## config.mk

```make
export PLATFORM = sky130hd
export DESIGN_NAME = apb_master_arbiter
export DESIGN_NICKNAME = d
export VERILOG_FILES = /design/src/rtl/apb_pkg.sv /design/src/rtl/apb_rr_arbiter.sv /design/src/rtl/apb_master_arbiter.sv
export SDC_FILE = /design/constraint.sdc
export NUM_CORES = 1
export LEC_CHECK = 0
export CORE_ASPECT_RATIO = 0.9
export CORE_MARGIN = 1.5
export CORE_UTILIZATION = 39
export DETAILED_ROUTE_END_ITERATION = 8
export PLACE_DENSITY = 0.78
export SKIP_CTS_REPAIR_TIMING = 1
export SYNTH_ARGS = -nofsm -noshare
export SYNTH_HDL_FRONTEND = slang
export SYNTH_SLANG_ARGS = --single-unit
```

## constraint.sdc

```tcl
create_clock -name pclk -period 2.13 [get_ports pclk]
set_input_delay 0.3195 -clock pclk [delete_from_list [all_inputs] [get_ports pclk]]
set_output_delay 0.3195 -clock pclk [all_outputs]
set_load 0.1 [all_outputs]
```

## src/rtl/apb_pkg.sv

```systemverilog
// apb_pkg: shared FSM state type, default widths and index-width helper for the APB master arbiter
package apb_pkg;
    typedef enum logic [1:0] {IDLE, SETUP, ACCESS} apb_state_t;
    localparam int APB_AWIDTH = 4;
    localparam int APB_DWIDTH = 8;
    function automatic int idx_w(input int n);
        return n > 1 ? $clog2(n) : 1;
    endfunction
endpackage

```

## src/rtl/apb_rr_arbiter.sv

```systemverilog
// apb_rr_arbiter: combinational round-robin pick starting after the last served requester
module apb_rr_arbiter import apb_pkg::*; #(
    parameter int NREQ = 2,
    parameter int IW   = idx_w(NREQ)
) (
    input  logic [NREQ-1:0] i_req_valid,
    input  logic [IW-1:0]   i_last,
    output logic [NREQ-1:0] o_grant,
    output logic [IW-1:0]   o_grant_idx,
    output logic            o_any_grant
);
    logic [NREQ-1:0] w_rot;
    // bit k of w_rot is requester (last+1+k) mod NREQ
    assign w_rot = NREQ'({i_req_valid, i_req_valid} >> (int'(i_last) + 1));
    always_comb begin
        o_grant_idx = '0;
        o_any_grant = 1'b0;
        for (int k = NREQ - 1; k >= 0; k--) begin
            if (w_rot[k]) begin
                o_grant_idx = IW'((int'(i_last) + 1 + k) % NREQ);
                o_any_grant = 1'b1;
            end
        end
    end
    assign o_grant = o_any_grant ? NREQ'(1) << o_grant_idx : '0;
endmodule

```

## src/rtl/apb_master_arbiter.sv

```systemverilog
// apb_master_arbiter: shares one APB bus between NREQ requesters with round-robin grant
// and back-to-back SETUP/ACCESS sequencing.
module apb_master_arbiter import apb_pkg::*; #(
    parameter int NREQ   = 2,
    parameter int AWIDTH = APB_AWIDTH,
    parameter int DWIDTH = APB_DWIDTH
) (
    input  logic                   pclk,
    input  logic                   preset,
    input  logic [NREQ-1:0]        req_valid,
    input  logic [NREQ-1:0]        req_write,
    input  logic [NREQ*AWIDTH-1:0] req_addr,
    input  logic [NREQ*DWIDTH-1:0] req_wdata,
    output logic [NREQ-1:0]        req_ready,
    output logic [NREQ-1:0]        rsp_valid,
    output logic [DWIDTH-1:0]      rsp_rdata,
    output logic                   psel,
    output logic                   penable,
    output logic                   pwrite,
    output logic [AWIDTH-1:0]      paddr,
    output logic [DWIDTH-1:0]      pwdata,
    input  logic [DWIDTH-1:0]      prdata,
    input  logic                   pready
);
    localparam int IW = idx_w(NREQ);
    apb_state_t r_state, w_next;
    logic [IW-1:0] r_last, r_owner, w_idx;
    logic [NREQ-1:0] w_grant;
    logic w_any, w_done, w_accept;
    logic [AWIDTH-1:0] w_addr [NREQ];
    logic [DWIDTH-1:0] w_wdata [NREQ];
    for (genvar i = 0; i < NREQ; i++) begin : g_unpack
        assign w_addr[i]  = req_addr[i*AWIDTH +: AWIDTH];
        assign w_wdata[i] = req_wdata[i*DWIDTH +: DWIDTH];
    end
    apb_rr_arbiter #(.NREQ(NREQ), .IW(IW)) u_arb (
        .i_req_valid (req_valid),
        .i_last      (r_last),
        .o_grant     (w_grant),
        .o_grant_idx (w_idx),
        .o_any_grant (w_any)
    );
    assign w_done    = r_state == ACCESS && pready;
    // gated by reset so no command is accepted while the block is held in reset
    assign w_accept  = !preset && w_any && (r_state == IDLE || w_done);
    assign req_ready = w_accept ? w_grant : '0;
    always_ff @(posedge pclk or posedge preset) begin
        if (preset) r_state <= IDLE;
        else        r_state <= w_next;
    end
    always_comb begin
        w_next = w_accept ? SETUP : r_state == SETUP ? ACCESS : w_done ? IDLE : r_state;
    end
    always_ff @(posedge pclk or posedge preset) begin
        if (preset) begin
            r_last    <= IW'(NREQ - 1);
            r_owner   <= '0;
            psel      <= 1'b0;
            penable   <= 1'b0;
            pwrite    <= 1'b0;
            paddr     <= '0;
            pwdata    <= '0;
            rsp_valid <= '0;
            rsp_rdata <= '0;
        end else begin
            psel      <= w_next != IDLE;
            penable   <= w_next == ACCESS;
            rsp_valid <= w_done ? NREQ'(1) << r_owner : '0;
            if (w_done && !pwrite) rsp_rdata <= prdata;
            if (w_accept) begin
                r_last  <= w_idx;
                r_owner <= w_idx;
                pwrite  <= req_write[w_idx];
                paddr   <= w_addr[w_idx];
                pwdata  <= w_wdata[w_idx];
            end
        end
    end
endmodule
```

Word-level counts from Yosys, hierarchy flattened. Cells that the tools add are included.

Bits in registers: 29. Bits of input ports: 39. Logic and storage cells: 48.

Add/subtract/negate cells: 2. Magnitude comparators: 2. Equality and inequality tests: 3. Shifts and indexed selects: 3. Multiplexer cells: 18. Bitwise operators: 1. Reductions and logical operators: 9.

Operator list (number): 2-to-1 mux 8 bit (3); 2-to-1 mux 2 bit (6); 2-to-1 mux 4 bit (3); 2-to-1 mux 1 bit (6); equality test 2 bit (second input constant) (2); logical AND 1 bit (4); << shifter 1 x 1 -> 2 bit (first input constant) (2); right shift 4 x 2 -> 2 bit (1); adder 1 x 1 -> 2 bit (second input constant) (1); equality test 2 x 1 -> 1 bit (second input constant) (1); greater-or-equal comparator 2 bit (second input constant) (1); zero test 1 bit (2); zero test 2 bit (1); less-than comparator 1 x 2 -> 1 bit (second input constant) (1); NOT 1 -> 2 bit (1); nonzero test 2 bit (1); adder 1 bit (second input constant) (1); logical OR 1 bit (1).

Longest topological paths before layout.
Depth in word-level cells: 8. Gate-level depth with buffers: 4. Mapped depth without buffers: 3.

Hierarchy. From an unflattened synthesis, not the netlist that was laid out.

Cell total of the unflattened synthesis: 89. Area, all modules: 1340.0 µm².

By module, submodules not included: apb_master_arbiter (times used 1, cells each 84, area each 1307.5 µm², sequential area each 726.9 µm²); apb_rr_arbiter (times used 1, cells each 5, area each 32.5 µm², sequential area each 0.0 µm²).

Worst setup path after synthesis. OpenSTA, ideal clock, no wires.

Kind: reg2out. From: reg r_last. To: out req_ready[0]. Arrival time: 2.838 ns. Data required time: 1.811 ns. Path slack: -1.028 ns. Cell stages (with the launch flop): 4. Cell sequence: dfstp_2 > a21boi_2 > buf_2 > nor3_1.

Cells in the longest elaborated chain, start to end: 7. Elaborated cells between the ends (all ways): 12.

Ends and longest elaborated chain: start, declared (line apb_master_arbiter.sv:27) `logic [IW-1:0] r_last, r_owner, w_idx;`; start signal, assigned (line apb_master_arbiter.sv:56) `r_last <= IW'(NREQ - 1);`; start signal, assigned (line apb_master_arbiter.sv:71) `r_last <= w_idx;`; adder 1 x 1 -> 2 bit (*) (line apb_rr_arbiter.sv:20) `o_grant_idx = IW'((int'(i_last) + 1 + k) % NREQ);`; right shift 4 x 2 -> 2 bit or adder 1 bit (tied branches) (line apb_rr_arbiter.sv:14, apb_rr_arbiter.sv:20); 2-to-1 mux 1 bit (2 in series) (line apb_rr_arbiter.sv:19) `if (w_rot[k]) begin`; << shifter 1 x 1 -> 2 bit or logical AND 1 bit (tied branches) (line apb_rr_arbiter.sv:25, apb_master_arbiter.sv:45); 2-to-1 mux 2 bit or logical AND 1 bit (tied branches) (line apb_rr_arbiter.sv:25, apb_master_arbiter.sv:45); 2-to-1 mux 2 bit (*) (line apb_master_arbiter.sv:46) `assign req_ready = w_accept ? w_grant : '0;`; end, declared (line apb_master_arbiter.sv:14) `output logic [NREQ-1:0] req_ready,`.

Every way passes the cells marked *; elsewhere a longest branch is shown, timed or not.

Final worst setup path.
From: in preset. To: out req_ready[1].

Cells in the longest elaborated chain, start to end: 4.

Ends and longest elaborated chain: start, declared (line apb_master_arbiter.sv:9) `input logic preset,`; zero test 1 bit (no line); logical AND 1 bit (2 in series) (line apb_master_arbiter.sv:45) `assign w_accept = !preset && w_any && (r_state == IDLE || w_done);`; 2-to-1 mux 2 bit (line apb_master_arbiter.sv:46).

Every way passes these cells.

==> metrics.yaml <==
fin_crit_sh: 0.9150
grt_pass1_vias: 982
numCtsBuffers: 5
vias_per_cell: 4.604
firstDrtPassIters: 4
final_common_cell: "clkdlybuf4s50_1"
synth_seq_cells: 29
cap_viol_max_count: 0
area_growth_syn_to_layout_pct: 58.80
drive_above_1_share: 0.5125
ios: 66
final_cell_count_no_fill: 202
dr_total_vias: 930
maxSlewHeadroom: 0.7352
postLayoutCoreUtil: 0.6623
synth_top_area_frac: 0.5354
place_congestion: 0.7002
numPortBuffers: 65
clk_latency_ns: 0.27
syn-cell-area_um2: 1309
htree_levels: 2
grt_usage: 0.1714
n_antenna_cell: 0
start_kind: "input pin"
worst_slew_pin_slew_ns: 0.3967
synth_cells: 84
status: "complete, no violations"
grt_pass1_wl_mm: 4.719
dp.cells: 194
crit_type: "in -> out"
grt_max_degree: 30
fp.dieW_um: 64.06
drt-initial-drc-count: 23
cts_tree: "yes"
synth_nets: 123
end_kind: "output port"
yosys-top-cells-area: "dfrtp_1 54%, mux2_2 25%, mux2_4 9.2%, dfstp_2 2.0%, a211oi_4 1.5%"
cp_data_arrival_time_ns: 1.63
rows: 19
critPathMaxFanout: 3
period_needed_ns: 1.949
rsz0062_at_grt: "false"
worst_setup_hold_path_clk_slew_ns: 0.06
clock_sinks: 29
avgSynthCellArea_um2: 15.58
yosysWarnings: 0
die_area_um2: 3713
mostFrequentLayoutCells: "38 x clkdlybuf4s50_1, 30 x buf_4, 29 x mux2_2"
clock_skew_ns: 0.002906
clk_path_buf_depth: 2
start_util: 0.4171
ant_nets: 0
drc_errors: 0
dpl.hpwl_mm: 2.297
required_ns: 1.81
setup_viol: 0
drt-total-wl_mm: 2.877
r2r_cells: 3
synth_seq_area_share: 0.5554
cts_root_buffer: "clkbuf_8"
min_path_type: "in -> async"
fin_setup_tns_ns: 0
timing.final.hold_violations: 0
finalNetCount: 198
ys_types: 18
fmax_mhz: 513.1
maxSlewViolCount: 0
overflow: 0
wl_per_cell_um: 14.24
die_h_um: 57.96
antenna_found_initial: 0
yosysTopAreaCell: "dfrtp_1"
coreArea_um2: 3138
through the flow:
stage | worst slack (ns) | cell area [µm²] | hold WS, ns
after floorplan | 0.1890 | 1320 | 0.3969
after global placement | 0.1985 | 1998 | 0.4386
after detailed placement | 0.1591 | 1998 | 0.4436
after CTS | 0.1723 | 2078 | 0.4544
after global routing | 0.09673 | 2078 | 0.4778
final | 0.1809 | 2078 | 0.4505
cells in the mapped netlist:
library cell and instances:
dfstp_2 1, nand3b_1 1, a21o_1 1, a211oi_4 1, and2_2 1, buf_8 1
nor2_1 3, nor3_1 1, dfrtp_1 28, o21bai_2 1, mux2_4 8, inv_1 3
or2b_1 1, mux2_2 29, a21boi_2 1, nor2_2 1, a21o_2 1, buf_2 1
path summary, 6_finish.rpt:
check,startpoint,end,slack (ns)
worst min register to register,r_owner,rsp_valid[0],0.45
worst min-delay path,preset,pwdata[5],0.45
worst max register to register,r_state[0],rsp_rdata[5],0.58
worst max-delay path,preset,req_ready[1],0.18
max in group asynchronous,preset,r_last,1.38
min in group pclk,r_owner,rsp_valid[0],0.45
critical path: stages:
cell	delay (ns)
clkdlybuf4s50_1	0.42
o21bai_2	0.25
a211oi_4	0.26
and2_2	0.21
buf_12	0.17
cell families after synthesis:
| family | synth area share |
|---|---|
| multiplexers | 0.3413 |
| AND/OR/NAND/NOR | 0.03442 |
| buffers and inverters | 0.02389 |
| AO/OA/AOI/OAI | 0.04494 |
| flip-flops | 0.5555 |
registers in the layout, indices dropped and copies added, names as in the netlist, 2 cells and up:
register / cells
rsp_valid: 2
paddr: 4
rsp_rdata: 8
r_state: 2
pwdata: 8
layout make-up:
class                           count  area (µm²)
Inverter                            3       11.26
Tap cell                           42       52.55
Timing Repair Buffer               70       645.6
Fill cell                         239        1060
Multi-Input combinational cell     50       561.8
Clock buffer                        8       80.08
Sequential cell                    29       726.9
per-layer routing:
layer / global-route usage / up-vias / wire (µm)
met4: 0.07453 / 0 / 40
li1: - / 442 / -
met1: 0.1980 / 459 / 1164
met5: 0 / - / 0
met2: 0.3021 / 25 / 1564
met3: 0.04466 / 4 / 107
Power is not shown: default switching activity piles up to over one toggle a cycle in this logic, so the estimate is an artifact.
==> edit 1 (same flow settings) <==
`NREQ` is set to 2 in 2 places; all go to 4.
--- a/src/rtl/apb_rr_arbiter.sv
+++ b/src/rtl/apb_rr_arbiter.sv
@@ -1,5 +1,5 @@
 // apb_rr_arbiter: combinational round-robin pick starting after the last served requester
 module apb_rr_arbiter import apb_pkg::*; #(
-    parameter int NREQ = 2,
+    parameter int NREQ = 4,
     parameter int IW   = idx_w(NREQ)
 ) (
--- a/src/rtl/apb_master_arbiter.sv
+++ b/src/rtl/apb_master_arbiter.sv
@@ -2,5 +2,5 @@
 // and back-to-back SETUP/ACCESS sequencing.
 module apb_master_arbiter import apb_pkg::*; #(
-    parameter int NREQ   = 2,
+    parameter int NREQ   = 4,
     parameter int AWIDTH = APB_AWIDTH,
     parameter int DWIDTH = APB_DWIDTH
Ports: changed (6 resized); port bits go from 66 to 98. The function was not compared with the original's and may differ.
==> edit 1 against the original RTL <==
- wire length grew 75%
- global-route usage grew 3.6 points
- area after synthesis increased by 37%
- cell area increased by 49%
- sequential cell count is 4 higher
- utilization is 3.8 points higher
- setup slack got worse by 160 ps
- critical endpoint is now req_ready[0]
==> edit 1: results (changes against the original RTL) <==
metric,value,unit,change
cp_slowest_cell,dfstp_2,,was clkdlybuf4s50_1
holdWs,403,ps,was 451 ps
crit_path_end,req_ready[0],,was req_ready[1]
top_regs,"pwdata (8), rsp_rdata (8)",,"was pwdata (8), rsp_rdata (8), paddr (4)"
grtUsageMet2,33.6,%,was 30.2%
syn_nets,230,,was 123
status,"complete, no violations",,unchanged
relSlewSlack,74.2,%,was 73.5%
drive_above_1_share,34.1,%,was 51.2%
grt_pass1_wl,7.70,mm,was 4.72 mm
cp_max_fo,6,,was 3
drt_iter0_drc,62,,was 23
worstReg2RegStart,r_last[1],,was r_state[0]
synth.distinct_cells,32,,was 18
grt_usage,20.7,%,was 17.1%
reg2regPathDepth,7,,was 3
r2r_slack,300,ps,was 580 ps
cpLargestDelayFamily,flip-flops,,was buffers and inverters
place_congestion,0.809,,was 0.700
yosysSeqAreaShare,46.3,%,was 55.5%
fillCellCount,353,,was 239
arrival,1790,ps,was 1630 ps
fin_nets,345,,was 198
yosys-top-cells-count,"31 x dfrtp_1, 22 x nor2_1, 16 x and3_1, 14 x mux2i_1, 13 x a211oi_1",,"was 29 x mux2_2, 28 x dfrtp_1, 8 x mux2_4, 3 x inv_1, 3 x nor2_1"
vias,1714,,was 930
grt_max_degree,27,,was 30
wirelength,5.04,mm,was 2.88 mm
met1_usage,27.3,%,was 19.8%
synthTopCellsByArea,"dfrtp_1 43%, mux2i_1 7.8%, and3_1 5.6%",,"was dfrtp_1 54%, mux2_2 25%, mux2_4 9.2%"
==> edit 1: cell types whose count changed in the layout (fill, tap and decap cells not counted), sizes merged, moves of 5 or more <==
| cell | change |
|---|---|
| mux2 | -29 |
| clkdlybuf4s50 | +23 |
| buf | +20 |
| nor2 | +19 |
| and3 | +16 |
| mux2i | +14 |
| a221oi | +13 |
| a211oi | +12 |
| dlymetal6s2s | +5 |
| nand2 | +5 |
==> edit 1: area by class of cell <==
type                    count  share of cell area, %
well taps                  62                   2.50
inverters                   4                  0.483
clock inverters             2                   1.21
repair buffers            118                   36.4
multi-input cells         116                   30.1
flip-flops and latches     33                   26.7
clock buffers               6                   2.66
==> edit 1: power by group through the flow <==
stage / sequential [uW] / combinational, uW / clock [uW]
after floorplan: 2760 / 907 / 0
after global placement: 1120 / 3330 / 0
after detailed placement: 1120 / 3360 / 0
after CTS: 1120 / 3370 / 633
after global routing: 1160 / 3580 / 660
final: 1120 / 3430 / 616
==> edit 1: cell families (layout without fill, tap and decap cells) <==
group | count (synthesis) | in the layout | share of synthesized area (%)
buf+inv | 14 | 130 | 4.96
compound gates | 37 | 37 | 19.3
flops | 33 | 33 | 46.3
mux | 22 | 22 | 12.9
simple gates | 57 | 57 | 16.6
==> edit 1: through the flow <==
step / util [%] / instances / power, uW / setup slack [ps] / setup TNS, ps
after detailed placement: 65.3 / 330 / 4490 / -151 / -2010
after CTS: 68.0 / 338 / 5120 / -156 / -564
after global placement: 65.3 / 330 / 4450 / -137 / -1500
after floorplan: - / 163 / 3660 / -244 / -487
final: 70.1 / 341 / 5170 / 19.2 / 0
after global routing: 70.1 / 341 / 5400 / -43.6 / -111
==> edit 1: per-layer routing <==
metal  vias up  wire [um]
met3         6        350
met5         -          0
met2        62       2410
met1       809       2220
met4         0         59
li1        837          -
==> edit 2 (config.mk and constraints unchanged) <==
Made on the original files. Make the reset (`preset`) synchronous in 2 clocked blocks.
--- a/src/rtl/apb_master_arbiter.sv
+++ b/src/rtl/apb_master_arbiter.sv
@@ -45,5 +45,5 @@
     assign w_accept  = !preset && w_any && (r_state == IDLE || w_done);
     assign req_ready = w_accept ? w_grant : '0;
-    always_ff @(posedge pclk or posedge preset) begin
+    always_ff @(posedge pclk) begin
         if (preset) r_state <= IDLE;
         else        r_state <= w_next;
@@ -52,5 +52,5 @@
         w_next = w_accept ? SETUP : r_state == SETUP ? ACCESS : w_done ? IDLE : r_state;
     end
-    always_ff @(posedge pclk or posedge preset) begin
+    always_ff @(posedge pclk) begin
         if (preset) begin
             r_last    <= IW'(NREQ - 1);
Function: differs if preset is asserted again (counterexample within 4 cycles, from zero or initial values and one cycle with preset high); with preset held inactive, the same outputs for 10 cycles.
==> edit 2 against the original RTL <==
- cell count is 10% higher
- setup slack worse by 130 ps
- global-route usage is 3.6 points higher
- sequential cell count stayed put
- wire length is 9.9% higher
- cell area is 6.7% lower
- count of clock-buffer cells in the layout is 1 lower
- critical path type unchanged
- sequential share of layout area is 5.0 points lower
- critical endpoint unchanged
- area after synthesis is 11% lower
==> edit 2: results (changes against the original RTL) <==
metric,value,unit,change
top_regs,"pwdata (8), rsp_rdata (8), paddr (4)",,unchanged
r2r_slack,620,ps,was 580 ps
status,"complete, no violations",,unchanged
antennaDiodeCount,0,,unchanged
ir_drop,469,uV,
drt_iter0_drc,21,,was 23
grt_max_degree,17,,was 30
cts_root_buf,clkbuf_4,,was clkbuf_8
synth.distinct_cells,28,,was 18
place_congestion,0.762,,was 0.700
worstReg2RegStart,r_state[1],,was r_state[0]
yosys-top-cells-count,"29 x dfxtp_1, 20 x mux2i_1, 13 x nor2_1, 12 x o2bb2ai_1, 4 x buf_2",,"was 29 x mux2_2, 28 x dfrtp_1, 8 x mux2_4, 3 x inv_1, 3 x nor2_1"
reg2regPathDepth,4,,was 3
critPathMaxStageDelay,550,ps,was 420 ps
async_reset_ff_share,0,%,was 100%
antenna_found_initial,0,,unchanged
p_leak,0.000839,uW,
cts_buffers,5,,unchanged
routedWlPerCell,14.2,um,about the same
vias,1090,,was 930
grt_usage,20.7,%,was 17.1%
met1_usage,23.1,%,was 19.8%
path_clk_slew,80,ps,was 60 ps
drive_above_1_share,27.9,%,was 51.2%
r2r_end,r_owner,,was rsp_rdata[5]
firstDrtPassIters,4,,unchanged
ys_warn_count,0,,unchanged
cpLargestDelayFamily,simple AND/OR/NAND/NOR gates,,was buffers and inverters
syn_inst,108,,was 84
startpoint,req_valid[1],,was preset
insertion_delay,330,ps,was 270 ps
holdCritStartpoint,pwdata[5],,
grt_pass1_wl,4.91,mm,was 4.72 mm
cp_max_fo,4,,was 3
syn_nets,147,,was 123
yosysSeqAreaShare,49.6,%,was 55.5%
cp_slowest_cell,or4_4,,was clkdlybuf4s50_1
grtUsageMet2,36.4,%,was 30.2%
cts_buffer_depth,2,,unchanged
synthTopCellsByArea,"dfxtp_1 50%, mux2i_1 17%, o2bb2ai_1 9.0%",,"was dfrtp_1 54%, mux2_2 25%, mux2_4 9.2%"
placed_area,1860,um^2,was 2000 um^2
final.setup_skew,5.95,ps,was 2.91 ps
post-dp-hpwl,2.41,mm,was 2.30 mm
arrival,1760,ps,was 1630 ps
fillCellCount,242,,was 239
htreeDepth,2,,unchanged
io_buffers,65,,unchanged
placedCellCount,215,,was 194
hp-class,flip-flop to flip-flop,,was primary input to asynchronous set/reset pin
vias_per_cell,4.89,,was 4.60
tightest_slew,458,ps,was 397 ps
crit_path_end,req_ready[1],,unchanged
gr-usage-met3,8.84,%,was 4.47%
-- edit 2: cell count changes in the layout (fill, tap and decap cells not counted), sizes merged, moves of 5 or more --
| cell | before | now |
|---|---|---|
| buf | 32 | 37 |
| dfxtp | 0 | 29 |
| mux2 | 37 | 0 |
| dfrtp | 28 | 0 |
| nor2 | 4 | 13 |
| mux2i | 0 | 20 |
| o2bb2ai | 0 | 12 |
-- edit 2: logic make-up after synthesis --
family | count (synthesis) | share of synthesized area (%)
flops | 29 | 49.6
compound gates | 23 | 15.9
simple gates | 25 | 11.5
mux | 20 | 17.1
buf+inv | 11 | 5.88
-- edit 2: power by group --
part | internal, uW | switching (uW) | leakage [uW]
Sequential | 585 | 28.1 | 0.000238
Clock | 191 | 190 | 0.0000413
Combinational | 182 | 369 | 0.000560
Total | 957 | 587 | 0.000839
-- edit 2: layout make-up --
type                            instances  area, um^2  area share (%)
Clock buffer                            7        65.1            3.36
Clock inverter                          1        5.00           0.258
Inverter                                3        11.3           0.581
Multi-Input combinational cell         68         543            28.0
Sequential cell                        29         581            30.0
Tap cell                               40        50.0            2.58
Timing Repair Buffer                   75         683            35.2
-- edit 2: worst min-delay path by stage --
stage	depth (start not counted)	end	slack, ps
after floorplan	1	rsp_valid[0]	410
after global placement	1	pwdata[2]	450
after detailed placement	1	pwdata[5]	450
after CTS	1	pwdata[5]	480
after global routing	1	paddr[3]	480
final	1	pwdata[5]	470
-- edit 2: worst register-to-register path, stage by stage, from the launching register on --
cell	delay, ps
dfxtp_1	360
nor2b_1	160
or4_4	480
buf_4	220
a2bb2o_2	250
-- edit 2: routing by layer --
metal,vias up,wire length (um)
li1,537,-
met1,509,1340
met2,41,1570
met3,3,247
met4,0,10
met5,-,0
-- edit 2: metrics by stage --
step	total power (uW)	setup slack [ps]	utilization (%)	TNS (ps)
after floorplan	1000	-207	-	-413
after global placement	1160	64.0	66.5	0
after detailed placement	1170	44.2	66.5	0
after CTS	1550	30.7	69.0	0
after global routing	1610	8.26	69.4	0
final	1540	51.2	69.4	0
